==> config.mk <==
export PLATFORM = sky130hd
export DESIGN_NAME = sdr_frame_serializer
export DESIGN_NICKNAME = d
export VERILOG_FILES = /design/src/rtl/sdr_pkg.sv /design/src/rtl/sdr_byte_buffer.sv /design/src/rtl/sdr_frame_serializer.sv
export SDC_FILE = /design/constraint.sdc
export NUM_CORES = 1
export LEC_CHECK = 0
export ABC_AREA = 0
export BUFFER_PORTS_ARGS = -buffer_cell sky130_fd_sc_hd__buf_2
export CAP_MARGIN = 15
export CORE_MARGIN = 4
export CORE_UTILIZATION = 40
export CTS_BUF_LIST = sky130_fd_sc_hd__clkbuf_4 sky130_fd_sc_hd__clkbuf_8
export CTS_CLUSTER_DIAMETER = 120
export DETAILED_ROUTE_END_ITERATION = 8
export GPL_TIMING_DRIVEN = 0
export PLACE_DENSITY_LB_ADDON = 0.1
export SKIP_CTS_REPAIR_TIMING = 1
export SYNTH_ARGS = -nofsm -noshare
export SYNTH_HDL_FRONTEND = slang
export SYNTH_SLANG_ARGS = --single-unit
==> constraint.sdc <==
create_clock -name i_ser_clk -period 1.55 [get_ports i_ser_clk]
set_input_delay 0.31 -clock i_ser_clk [delete_from_list [all_inputs] [get_ports i_ser_clk]]
set_output_delay 0.31 -clock i_ser_clk [all_outputs]
set_load 0.005 [all_outputs]
==> src/rtl/sdr_pkg.sv <==
`default_nettype none
// ============================================================================
// Module   : sdr_pkg
// Purpose  : Shared types and constants for the SDR transmit serializer.
// Revision : 1.0 - initial release
// ============================================================================
package sdr_pkg;

    localparam int   DATA_W_DEF = 8;
    // T-bit polarity: 1 makes data+T carry an odd number of ones
    localparam logic ODD_PARITY = 1'b1;

    typedef enum logic [2:0] {
        ST_IDLE   = 3'd0,
        ST_FETCH  = 3'd1,
        ST_DATA   = 3'd2,
        ST_PARITY = 3'd3,
        ST_DONE   = 3'd4
    } ser_state_e;

endpackage
`default_nettype wire

==> src/rtl/sdr_byte_buffer.sv <==
`default_nettype none
// ============================================================================
// Module   : sdr_byte_buffer
// Purpose  : One-entry hold register with valid/req handshake, pop and flush.
// Revision : 1.0 - initial release
// ============================================================================
module sdr_byte_buffer
    import sdr_pkg::*;
#(
    parameter int DATA_W = DATA_W_DEF
) (
    input  logic              clk_i,
    input  logic              rst_ni,
    input  logic              en_i,
    input  logic [DATA_W-1:0] data_i,
    input  logic              valid_i,
    input  logic              pop_i,
    input  logic              flush_i,
    output logic              req_o,
    output logic              full_o,
    output logic [DATA_W-1:0] data_o
);

    logic              full_q;
    logic              full_d;
    logic [DATA_W-1:0] data_q;
    logic [DATA_W-1:0] data_d;
    logic              w_accept;

    assign req_o    = en_i & ~full_q;
    assign w_accept = req_o & valid_i;
    assign full_o   = full_q;
    assign data_o   = data_q;

    // A flush wins over a same-cycle acceptance so nothing stale survives
    always_comb begin
        full_d = full_q;
        data_d = data_q;
        if (pop_i || flush_i) begin
            full_d = 1'b0;
        end
        if (w_accept && !flush_i) begin
            full_d = 1'b1;
            data_d = data_i;
        end
    end

    always_ff @(posedge clk_i or negedge rst_ni) begin
        if (!rst_ni) begin
            full_q <= 1'b0;
            data_q <= '0;
        end else begin
            full_q <= full_d;
            data_q <= data_d;
        end
    end

endmodule
`default_nettype wire

==> src/rtl/sdr_frame_serializer.sv <==
`default_nettype none
// ============================================================================
// Module   : sdr_frame_serializer
// Purpose  : SDR transmit serializer: MSB-first data bits plus optional T-bit.
// Revision : 1.0 - initial release
// ============================================================================
module sdr_frame_serializer
    import sdr_pkg::*;
#(
    parameter int DATA_W    = DATA_W_DEF,
    parameter bit PARITY_EN = 1'b1
) (
    input  logic              i_ser_clk,
    input  logic              i_fcnt_rst_n,
    input  logic              i_ser_scl_neg,
    input  logic              i_ser_en,
    input  logic [DATA_W-1:0] i_ser_data,
    input  logic              i_ser_data_valid,
    output logic              o_ser_data_req,
    input  logic              i_ser_last_frame,
    output logic              o_ser_sda,
    output logic              o_ser_frame_done,
    output logic              o_ser_busy,
    output logic              o_ser_done,
    output logic              o_ser_err
);

    localparam int               c_CNT_W  = $clog2(DATA_W + 1);
    localparam logic [c_CNT_W-1:0] c_CNT_ONE = c_CNT_W'(1);
    localparam logic [c_CNT_W-1:0] c_CNT_DW  = c_CNT_W'(DATA_W);
    localparam logic [c_CNT_W-1:0] c_CNT_LST = c_CNT_W'(DATA_W - 1);

    ser_state_e          state_q, state_d;
    logic [DATA_W-1:0]   shift_q, shift_d;
    logic [c_CNT_W-1:0]  cnt_q,   cnt_d;
    logic                sda_q,   sda_d;
    logic                tbit_q,  tbit_d;
    logic                fdone_q, fdone_d;
    logic                err_q,   err_d;

    logic                w_busy;
    logic                w_load;
    logic                w_flush;
    logic                w_buf_full;
    logic [DATA_W-1:0]   w_buf_data;

    assign w_busy = (state_q != ST_IDLE);

    sdr_byte_buffer #(
        .DATA_W (DATA_W)
    ) u_buf (
        .clk_i   (i_ser_clk),
        .rst_ni  (i_fcnt_rst_n),
        .en_i    (w_busy),
        .data_i  (i_ser_data),
        .valid_i (i_ser_data_valid),
        .pop_i   (w_load),
        .flush_i (w_flush),
        .req_o   (o_ser_data_req),
        .full_o  (w_buf_full),
        .data_o  (w_buf_data)
    );

    always_comb begin
        state_d = state_q;
        shift_d = shift_q;
        cnt_d   = cnt_q;
        sda_d   = sda_q;
        tbit_d  = tbit_q;
        fdone_d = 1'b0;
        err_d   = err_q;
        w_load  = 1'b0;
        w_flush = 1'b0;

        case (state_q)
            ST_IDLE: begin
                sda_d = 1'b1;
                cnt_d = '0;
                if (i_ser_en) begin
                    err_d   = 1'b0;
                    state_d = ST_FETCH;
                end
            end
            ST_FETCH: begin
                if (i_ser_scl_neg && w_buf_full) begin
                    w_load = 1'b1;
                end
            end
            ST_DATA: begin
                if (i_ser_scl_neg) begin
                    if (PARITY_EN && (cnt_q == c_CNT_DW)) begin
                        sda_d   = tbit_q;
                        fdone_d = 1'b1;
                        state_d = ST_PARITY;
                    end else begin
                        sda_d   = shift_q[DATA_W-1];
                        shift_d = shift_q << 1;
                        cnt_d   = cnt_q + c_CNT_ONE;
                        // Without a T-bit the frame ends on its last data bit
                        if (!PARITY_EN && (cnt_q == c_CNT_LST)) begin
                            fdone_d = 1'b1;
                            state_d = ST_PARITY;
                        end
                    end
                end
            end
            ST_PARITY: begin
                if (i_ser_scl_neg) begin
                    if (i_ser_last_frame) begin
                        sda_d   = 1'b1;
                        w_flush = 1'b1;
                        state_d = ST_DONE;
                    end else if (w_buf_full) begin
                        w_load = 1'b1;
                    end else begin
                        err_d   = 1'b1;
                        sda_d   = 1'b1;
                        state_d = ST_IDLE;
                    end
                end
            end
            ST_DONE: begin
                w_flush = 1'b1;
                state_d = ST_IDLE;
            end
            default: begin
                state_d = ST_IDLE;
            end
        endcase

        // Shared frame-start path for FETCH and back-to-back PARITY reloads
        if (w_load) begin
            sda_d   = w_buf_data[DATA_W-1];
            shift_d = w_buf_data << 1;
            cnt_d   = c_CNT_ONE;
            tbit_d  = (^w_buf_data) ^ ODD_PARITY;
            state_d = ST_DATA;
        end
    end

    always_ff @(posedge i_ser_clk or negedge i_fcnt_rst_n) begin
        if (!i_fcnt_rst_n) begin
            state_q <= ST_IDLE;
            shift_q <= '0;
            cnt_q   <= '0;
            sda_q   <= 1'b1;
            tbit_q  <= 1'b0;
            fdone_q <= 1'b0;
            err_q   <= 1'b0;
        end else begin
            state_q <= state_d;
            shift_q <= shift_d;
            cnt_q   <= cnt_d;
            sda_q   <= sda_d;
            tbit_q  <= tbit_d;
            fdone_q <= fdone_d;
            err_q   <= err_d;
        end
    end

    assign o_ser_sda        = sda_q;
    assign o_ser_frame_done = fdone_q;
    assign o_ser_busy       = w_busy;
    assign o_ser_done       = (state_q == ST_DONE);
    assign o_ser_err        = err_q;

endmodule
`default_nettype wire

==> flow_summary.toml, run 1 <==
[global_routing]
grt_usage_pct = 14.2
grt_pass1_wl_um = 4860
overflow = 0
antenna_found_initial = 0
grt_pass1_vias = 1030
grt_max_degree = 28

[power_and_ir_drop]
vdd_ir_drop_max_v = 0.000923
p_leak_nw = 0.890
power.density_nw_per_um2 = 1820
power_mw = 3.40

[logic_synthesis]
syn_area_sq_um = 1420
synthMuxAreaShare_pct = 13.5
ys_warn_count = 0
syn-num-nets = 151
synth_ff_type = "dfrtp_1"
synth-seq-area-share_pct = 47.6
synth-seq-cells = 27
syn_avg_cell_area_sq_um = 10.5
ys_async_sr_fraction_pct = 100
synth_edf_count = 0
synth_cells = 135
synth_simple_gate_area_share_pct = 19.7
synth_top_family_by_area = "simple AND/OR/NAND/NOR gates"
synth-compound-area-share_pct = 8.80
synth_xor_area_share_pct = 4.93
synthAdderAreaFrac_pct = 1.76
synth_cell_types = 37

[final_layout]
drive_gt1_share_pct = 41.7
final_common_cell = "dfrtp_1"
layout_common_cells = "dfrtp_1 (24), buf_4 (20), nand2_1 (18), buf_2 (18), mux2_4 (8)"
postLayoutCoreUtil_pct = 55.1
final_area_sq_um = 1870
diodes = 0
fin_nets = 197
syn_to_final_growth_pct = 31.3

[sta]
fin_skew_ps = 3.24
drv_slew = 0
worstMarginPinSlew_ps = 597
finalCritPeriodShare_pct = 105
fin_ws_ps = -70.2
hold_viol_final = 0
max_freq_mhz = 617
rsz0062_at_grt = "true"
period_minus_slack_ps = 1620
max-slew-margin-rel_pct = 60.2
setup_viol = 9

[clock_network]
cts_buffers = 3
clkTransAtPathRegs_ps = 160
clk_latency_ps = 340
cts.sinks = 27
cts.htree.levels = 1
cts_tree = "done"
clockRootBuffer = "clkbuf_4"
clk_path_buf_depth = 2

[floorplan]
core_area_sq_um = 3390
die_area_sq_um = 4570
ios = 20
die_x_um = 67.6
start_util_pct = 42.0
die_h_um = 67.6
fp-row-count = 21

[critical_path]
path_delay_family = "flip-flops"
cp_slowest_cell = "dfrtp_2"
end_kind = "output pin"
crit_path_cell_trace = "buf_8 > nor3_4 > nor2_1 > buf_2"
max_stage_delay_ps = 470
cp.required_ps = 1240
cp-start-kind = "flop"
critPathKind = "flop to output pin"
crit_buf_inv = 2
crit_fanout = 5
arrival_ps = 1310

[route]
drtIter0Drc = 50
dr.pass1.iters = 6
ant_nets = 0
vias = 1104
via_per_inst = 4.88
wirelength_um = 3100
detail_route.wl_per_cell_um = 13.7
remaining_drc_errors = 0

[place]
placed_area_sq_um = 1580
gp_congestion = 0.860
hpwl_um = 2060
io_buffers = 19

[outcome]
status = "complete, but fails checks"
violations = "negative setup slack"

[min_path]
min_path_type = "primary input to flop"

[flow_run]
maxCapViolations = 0
path summary, 6_finish.rpt:
check | startpoint | to | slack (ps) | cells past startpoint
worst max-delay path | state_q[0] | o_ser_data_req | -70 | 4
worst min-delay path | i_ser_data[5] | u_buf.data_o[5] | 180 | 2
worst max register to register | state_q[1] | u_buf.data_o[3] | -10 | 6
worst min register to register | tbit_q | tbit_q | 500 | 2
max in group asynchronous | i_fcnt_rst_n | state_q[0] | 650 | 2
min in group asynchronous | i_fcnt_rst_n | u_buf.data_o[2] | 480 | 2
cell families (layout without fill, tap and decap cells):
logic type / Yosys count / after routing
compound gates: 21 / 21
xor+xnor: 8 / 8
fa+ha+maj: 2 / 2
buf+inv: 11 / 56
flops: 27 / 27
mux: 15 / 15
simple gates: 51 / 51
state kept, by name (all words and copies together), names as in the netlist:
| signal | cells |
|---|---|
| cnt_q | 4 |
| o_ser_frame_done | 1 |
| shift_q | 7 |
| u_buf.data_o | 8 |
| state_q | 3 |
| o_ser_sda | 1 |
| u_buf.full_o | 1 |
| tbit_q | 1 |
| o_ser_err | 1 |
report_power, final:
group	total [mW]	switching, mW	internal [mW]
clock	0.330	0.231	0.0993
combinational	1.81	0.758	1.05
sequential	1.26	0.256	1.01
total	3.40	1.24	2.16
per-stage QoR:
step	setup TNS (ps)	instances	worst slack [ps]	hold slack, ps
after floorplan	0	135	121	14.4
after global placement	-661	200	-107	351
after detailed placement	-794	200	-122	355
after CTS	-1990	204	-363	-34.3
after global routing	-1500	226	-157	165
final	-216	226	-70.2	184
synth_stat cells, drive strengths merged, types with 2 or more instances:
master  count  area, sq um
ha          2         25.0
o21ai       8         40.0
and4        2         20.0
nand2      19         71.3
a21oi       5         25.0
mux2i       6         60.1
nor3        5         25.0
nor2b       5         36.3
xnor2       6         52.6
o31ai       2         15.0
xor2        2         17.5
nand4       3         18.8
buf         5         31.3
nand3b      2         15.0
mux2        9          131
clkbuf      2         7.51
nand3       3         20.0
dfrtp      26          651
nor3b       2         25.0
nor2        8         32.5
inv         4         15.0
final cells by class:
type | instances | area [sq um]
Buffer | 7 | 67.6
Multi-Input combinational cell | 97 | 742
Inverter | 4 | 15.0
Timing Repair Buffer | 41 | 277
Sequential cell | 27 | 679
Fill cell | 321 | 1520
Clock inverter | 1 | 7.51
Clock buffer | 3 | 22.5
Tap cell | 46 | 57.6
metal layers:
| metal | vias up | GRT usage (%) | part of all wire, % |
|---|---|---|---|
| li1 | 561 | - | - |
| met1 | 524 | 19.8 | 47 |
| met2 | 14 | 21.7 | 48 |
| met3 | 5 | 2.66 | 3.0 |
| met4 | 0 | 5.32 | 1.8 |
| met5 | - | 0 | 0 |
Power figures use the tool's default switching activity.
==> run 2: changes to the inputs <==
CAP_MARGIN = 20   (was 15)
HOLD_SLACK_MARGIN = 0.08   (was not set)
SETUP_SLACK_MARGIN = 0.15   (was not set)
==> run 2 against run 1 <==
  * The flow still finishes with violations (negative setup slack)
  * Combinational power barely moved
  * Routed wire length fell by 3.1%
  * Clock skew fell by 1.4 ps
  * Clock power fell by 7.6%
  * Largest power group unchanged
==> flow_summary.toml, run 2 (synthesis results as in run 1) <==
[outcome]
status = "complete, but fails checks"
violations = "negative setup slack"

[sta]
period_minus_slack_ps = 1600
max-slew-margin-rel_pct = 60.3
finalCritPeriodShare_pct = 104
drv_slew = 0
setup_viol = 11
hold_ws_ps = 203
worstMarginPinSlew_ps = 595
hold_viol_final = 0
max_freq_mhz = 623
fin_tns_setup_ps = -226
fin_skew_ps = 1.81
rsz0062_at_grt = "true"
fin_ws_ps = -54.9

[critical_path]
crit_path_cell_trace = "buf_6 > nor2_4 > nand2_2 > inv_2 > buf_6"
cp-start-kind = "flop"
max_stage_delay_ps = 470
cp_common_cell = "buf_6"
rrSetupSlack_ps = -20
end_kind = "output pin"
r2r-end = "u_buf.data_o[4]"
cp-startpoint = "state_q[0]"
r2r_start = "state_q[0]"
cp_slowest_cell = "dfrtp_2"
critPathKind = "flop to output pin"
crit_fanout = 5
arrival_ps = 1290
crit_buf_inv = 3
cp.required_ps = 1240
cp.depth = 5
path_delay_family = "flip-flops"
worstRegToRegCells = 6

[floorplan]
ios = 20
die_h_um = 67.6
fp-row-count = 21
die_x_um = 67.6
die_area_sq_um = 4570
core_area_sq_um = 3390
start_util_pct = 42.0

[min_path]
worstHoldStart = "i_ser_data[7]"
whs_path_depth = 2
min_to = "u_buf.data_o[7]"
min_path_type = "primary input to flop"

[route]
wl_met2_um = 1400
detail_route.wl_per_cell_um = 13.5
dr.pass1.iters = 4
met1_length_um = 1470
via_per_inst = 4.93
ant_nets = 0
wirelength_um = 3010
remaining_drc_errors = 0
vias = 1095
drtIter0Drc = 55
top_layer = "met4"
met3_wirelength_um = 110

[global_routing]
grt_pass1_wl_um = 4800
grt_pass1_vias = 1003
grt_max_degree = 28
overflow = 0
antenna_found_initial = 0
grt_usage_pct = 14.0

[clock_network]
clk_latency_ps = 320
clk_path_buf_depth = 2
cts.htree.levels = 1
clockRootBuffer = "clkbuf_4"
cts_tree = "done"
cts_buffers = 3
clkTransAtPathRegs_ps = 140
cts.sinks = 27

[final_layout]
largest_reg_flops = 8
fin_nets = 193
diodes = 0
layout_common_cells = "dfrtp_1 (23), buf_2 (19), nand2_1 (18), buf_4 (16), mux2_4 (9)"
drive_gt1_share_pct = 43.8
layoutNonFillerInstCount = 222
final_area_sq_um = 1860
final_common_cell = "dfrtp_1"
syn_to_final_growth_pct = 30.6

[place]
dp_cells = 200
hpwl_um = 1940
io_buffers = 19
post-place-ws_ps = -140
placed_area_sq_um = 1580
gp_congestion = 0.818

[power_and_ir_drop]
vdd_ir_drop_max_v = 0.000787
p_leak_nw = 0.878
power.density_nw_per_um2 = 1810

[flow_run]
maxCapViolations = 0
==> run 2: cell count changes in the layout (fill, tap and decap cells not counted), sizes merged <==
cell,before,now
buf,45,42
clkbuf,5,4
clkinvlp,1,0
clkinv,0,1
==> run 2: cell type report <==
| type | count | area, sq um |
|---|---|---|
| Tap cell | 46 | 57.6 |
| Inverter | 4 | 15.0 |
| Fill cell | 302 | 1530 |
| Timing Repair Buffer | 37 | 246 |
| Clock buffer | 3 | 22.5 |
| Clock inverter | 1 | 5.00 |
| Sequential cell | 27 | 681 |
| Buffer | 7 | 65.1 |
| Multi-Input combinational cell | 97 | 766 |
==> run 2: worst max-delay path by stage <==
stage	endpoint	slack, ps
floorplan	shift_q[3]	130
global placement	shift_q[3]	-130
detailed placement	shift_q[7]	-140
CTS	o_ser_busy	-320
global route	o_ser_data_req	-140
finish	o_ser_done	-50
==> run 2: routing by layer <==
metal  vias to the layer above  track usage, %
li1                        553               -
met1                       523            19.9
met2                        17            21.1
met3                         2            3.49
met4                         0            3.80
met5                         -               0
==> run 2: where the power goes <==
part / switching [mW] / internal [mW]
clock network: 0.208 / 0.0968
logic: 0.759 / 1.02
registers: 0.265 / 1.01
total: 1.23 / 2.12
==> run 2: per-stage QoR <==
step,power [mW],util [%]
floorplan,2.34,-
global placement,2.64,46.6
detailed placement,2.67,46.6
CTS,2.98,47.4
global route,3.65,54.8
finish,3.35,54.8
==> run 3: changes to the inputs <==
CORE_ASPECT_RATIO = 0.75   (was not set)
==> run 3 against run 2 <==
  * The flow still finishes with violations (negative setup slack)
  * Clock skew rose by 5.4 ps
  * Via count increased by 4.2%
  * Non-clock buffer count rose by 2
  * First-iteration DRC count rose by 24%
  * Fmax increased by 3.4%
  * Utilization is 0.85 points higher
  * Largest cell class unchanged
==> flow_summary.toml, run 3 (synthesis results as in run 1) <==
[place]
gp_congestion = 0.824
hpwl_um = 2030
io_buffers = 19

[global_routing]
grt_use_met3_pct = 3.65
grt_pass1_wl_um = 4640
busiest_layer = "met1"
globalRouteMet2Util_pct = 18.6
overflow = 0
grt_use_met1_pct = 19.0
grt_max_degree = 28
antenna_found_initial = 0
grt_usage_pct = 12.7
grt_pass1_vias = 970

[min_path]
min_path_type = "primary input to flop"

[final_layout]
largest_reg_flops = 8
syn_to_final_growth_pct = 31.3
drive_gt1_share_pct = 41.0
final_common_cell = "dfrtp_1"
fillers = 302
fin_nets = 195
postLayoutCoreUtil_pct = 55.7
layout_common_cells = "dfrtp_1 (24), buf_4 (19), nand2_1 (18), buf_2 (18), mux2_4 (9)"
diodes = 0

[clock_network]
cts_buffers = 3
cts.sinks = 27
cts_tree = "done"
clockRootBuffer = "clkbuf_8"
clk_path_buf_depth = 2
clk_latency_ps = 270
clkTransAtPathRegs_ps = 100
cts.htree.levels = 1

[route]
ant_nets = 0
via_per_inst = 5.23
vias = 1141
drtIter0Drc = 68
detail_route.wl_per_cell_um = 14.2
wirelength_um = 3100
dr.pass1.iters = 4
remaining_drc_errors = 0

[floorplan]
ios = 20
die_x_um = 76.9
fp-row-count = 18
start_util_pct = 42.4
die_area_sq_um = 4580
die_h_um = 59.6
core_area_sq_um = 3360

[critical_path]
crit_fanout = 7
end_kind = "output pin"
max_stage_delay_ps = 460
arrival_ps = 1240
cp_slowest_cell = "dfrtp_2"
cp-start-kind = "flop"
critPathKind = "flop to output pin"
cp.required_ps = 1240
crit_path_cell_trace = "buf_6 > nor3_4 > nor2_1 > buf_2"

[sta]
drv_slew = 0
hold_viol_final = 0
fin_tns_setup_ps = -1.97
max_freq_mhz = 644
finalCritPeriodShare_pct = 100
fin_skew_ps = 7.23
worstMarginPinSlew_ps = 601
max-slew-margin-rel_pct = 60.0
fin_ws_ps = -1.97
period_minus_slack_ps = 1550
rsz0062_at_grt = "true"
setup_viol = 1

[flow_run]
maxCapViolations = 0

[outcome]
status = "complete, but fails checks"
violations = "negative setup slack"

[power_and_ir_drop]
vdd_ir_drop_max_v = 0.00102
power.density_nw_per_um2 = 1880
p_leak_nw = 0.894
-- run 3: where the power goes --
part / internal [mW] / switching [mW]
Sequential: 1.01 / 0.279
Clock: 0.182 / 0.218
Combinational: 1.06 / 0.760
-- run 3: critical path: cells and delay by family, from the launching register on --
kind,cells,cell delay [ps]
buffers and inverters,2,270
DFF,1,460
and+or+nand+nor,2,230
-- run 3: metrics by stage --
stage               power (mW)  hold slack [ps]  worst slack [ps]  std cells  area [sq um]
CTS                       3.09             51.4              -269        198          1620
detailed placement        2.68              353              -136        194          1570
floorplan                 2.34             14.4               126        135          1430
global route              3.76              250              -110        218          1870
finish                    3.51              259             -1.97        218          1870
global placement          2.65              353              -127        194          1570
-- run 3: worst paths after layout --
path	start	to	slack, ps	cells past startpoint
worst min-delay path	i_ser_data[3]	u_buf.data_o[3]	260	2
min in group asynchronous	i_fcnt_rst_n	state_q[0]	570	2
worst min register to register	tbit_q	tbit_q	500	2
worst max register to register	cnt_q[0]	o_ser_sda	-2	7
max in group asynchronous	i_fcnt_rst_n	state_q[1]	550	2
worst max-delay path	state_q[1]	o_ser_data_req	-2	4
-- run 3: cell type report --
class                           instances  area [sq um]  share of cell area [%]
Buffer                                  7          63.8                    3.42
Clock buffer                            3          41.3                    2.21
Clock inverter                          1          7.51                   0.402
Inverter                                4          15.0                   0.804
Multi-Input combinational cell         97           744                    39.9
Sequential cell                        27           679                    36.4
Tap cell                               40          50.0                    2.68
Timing Repair Buffer                   39           267                    14.3
-- run 3: per-layer routing --
layer	share of wire, %	wire, um	vias up
met3	5.3	164	4
met4	1.4	42	0
met1	50	1550	552
met2	43	1340	29
met5	0	0	-
li1	-	-	556
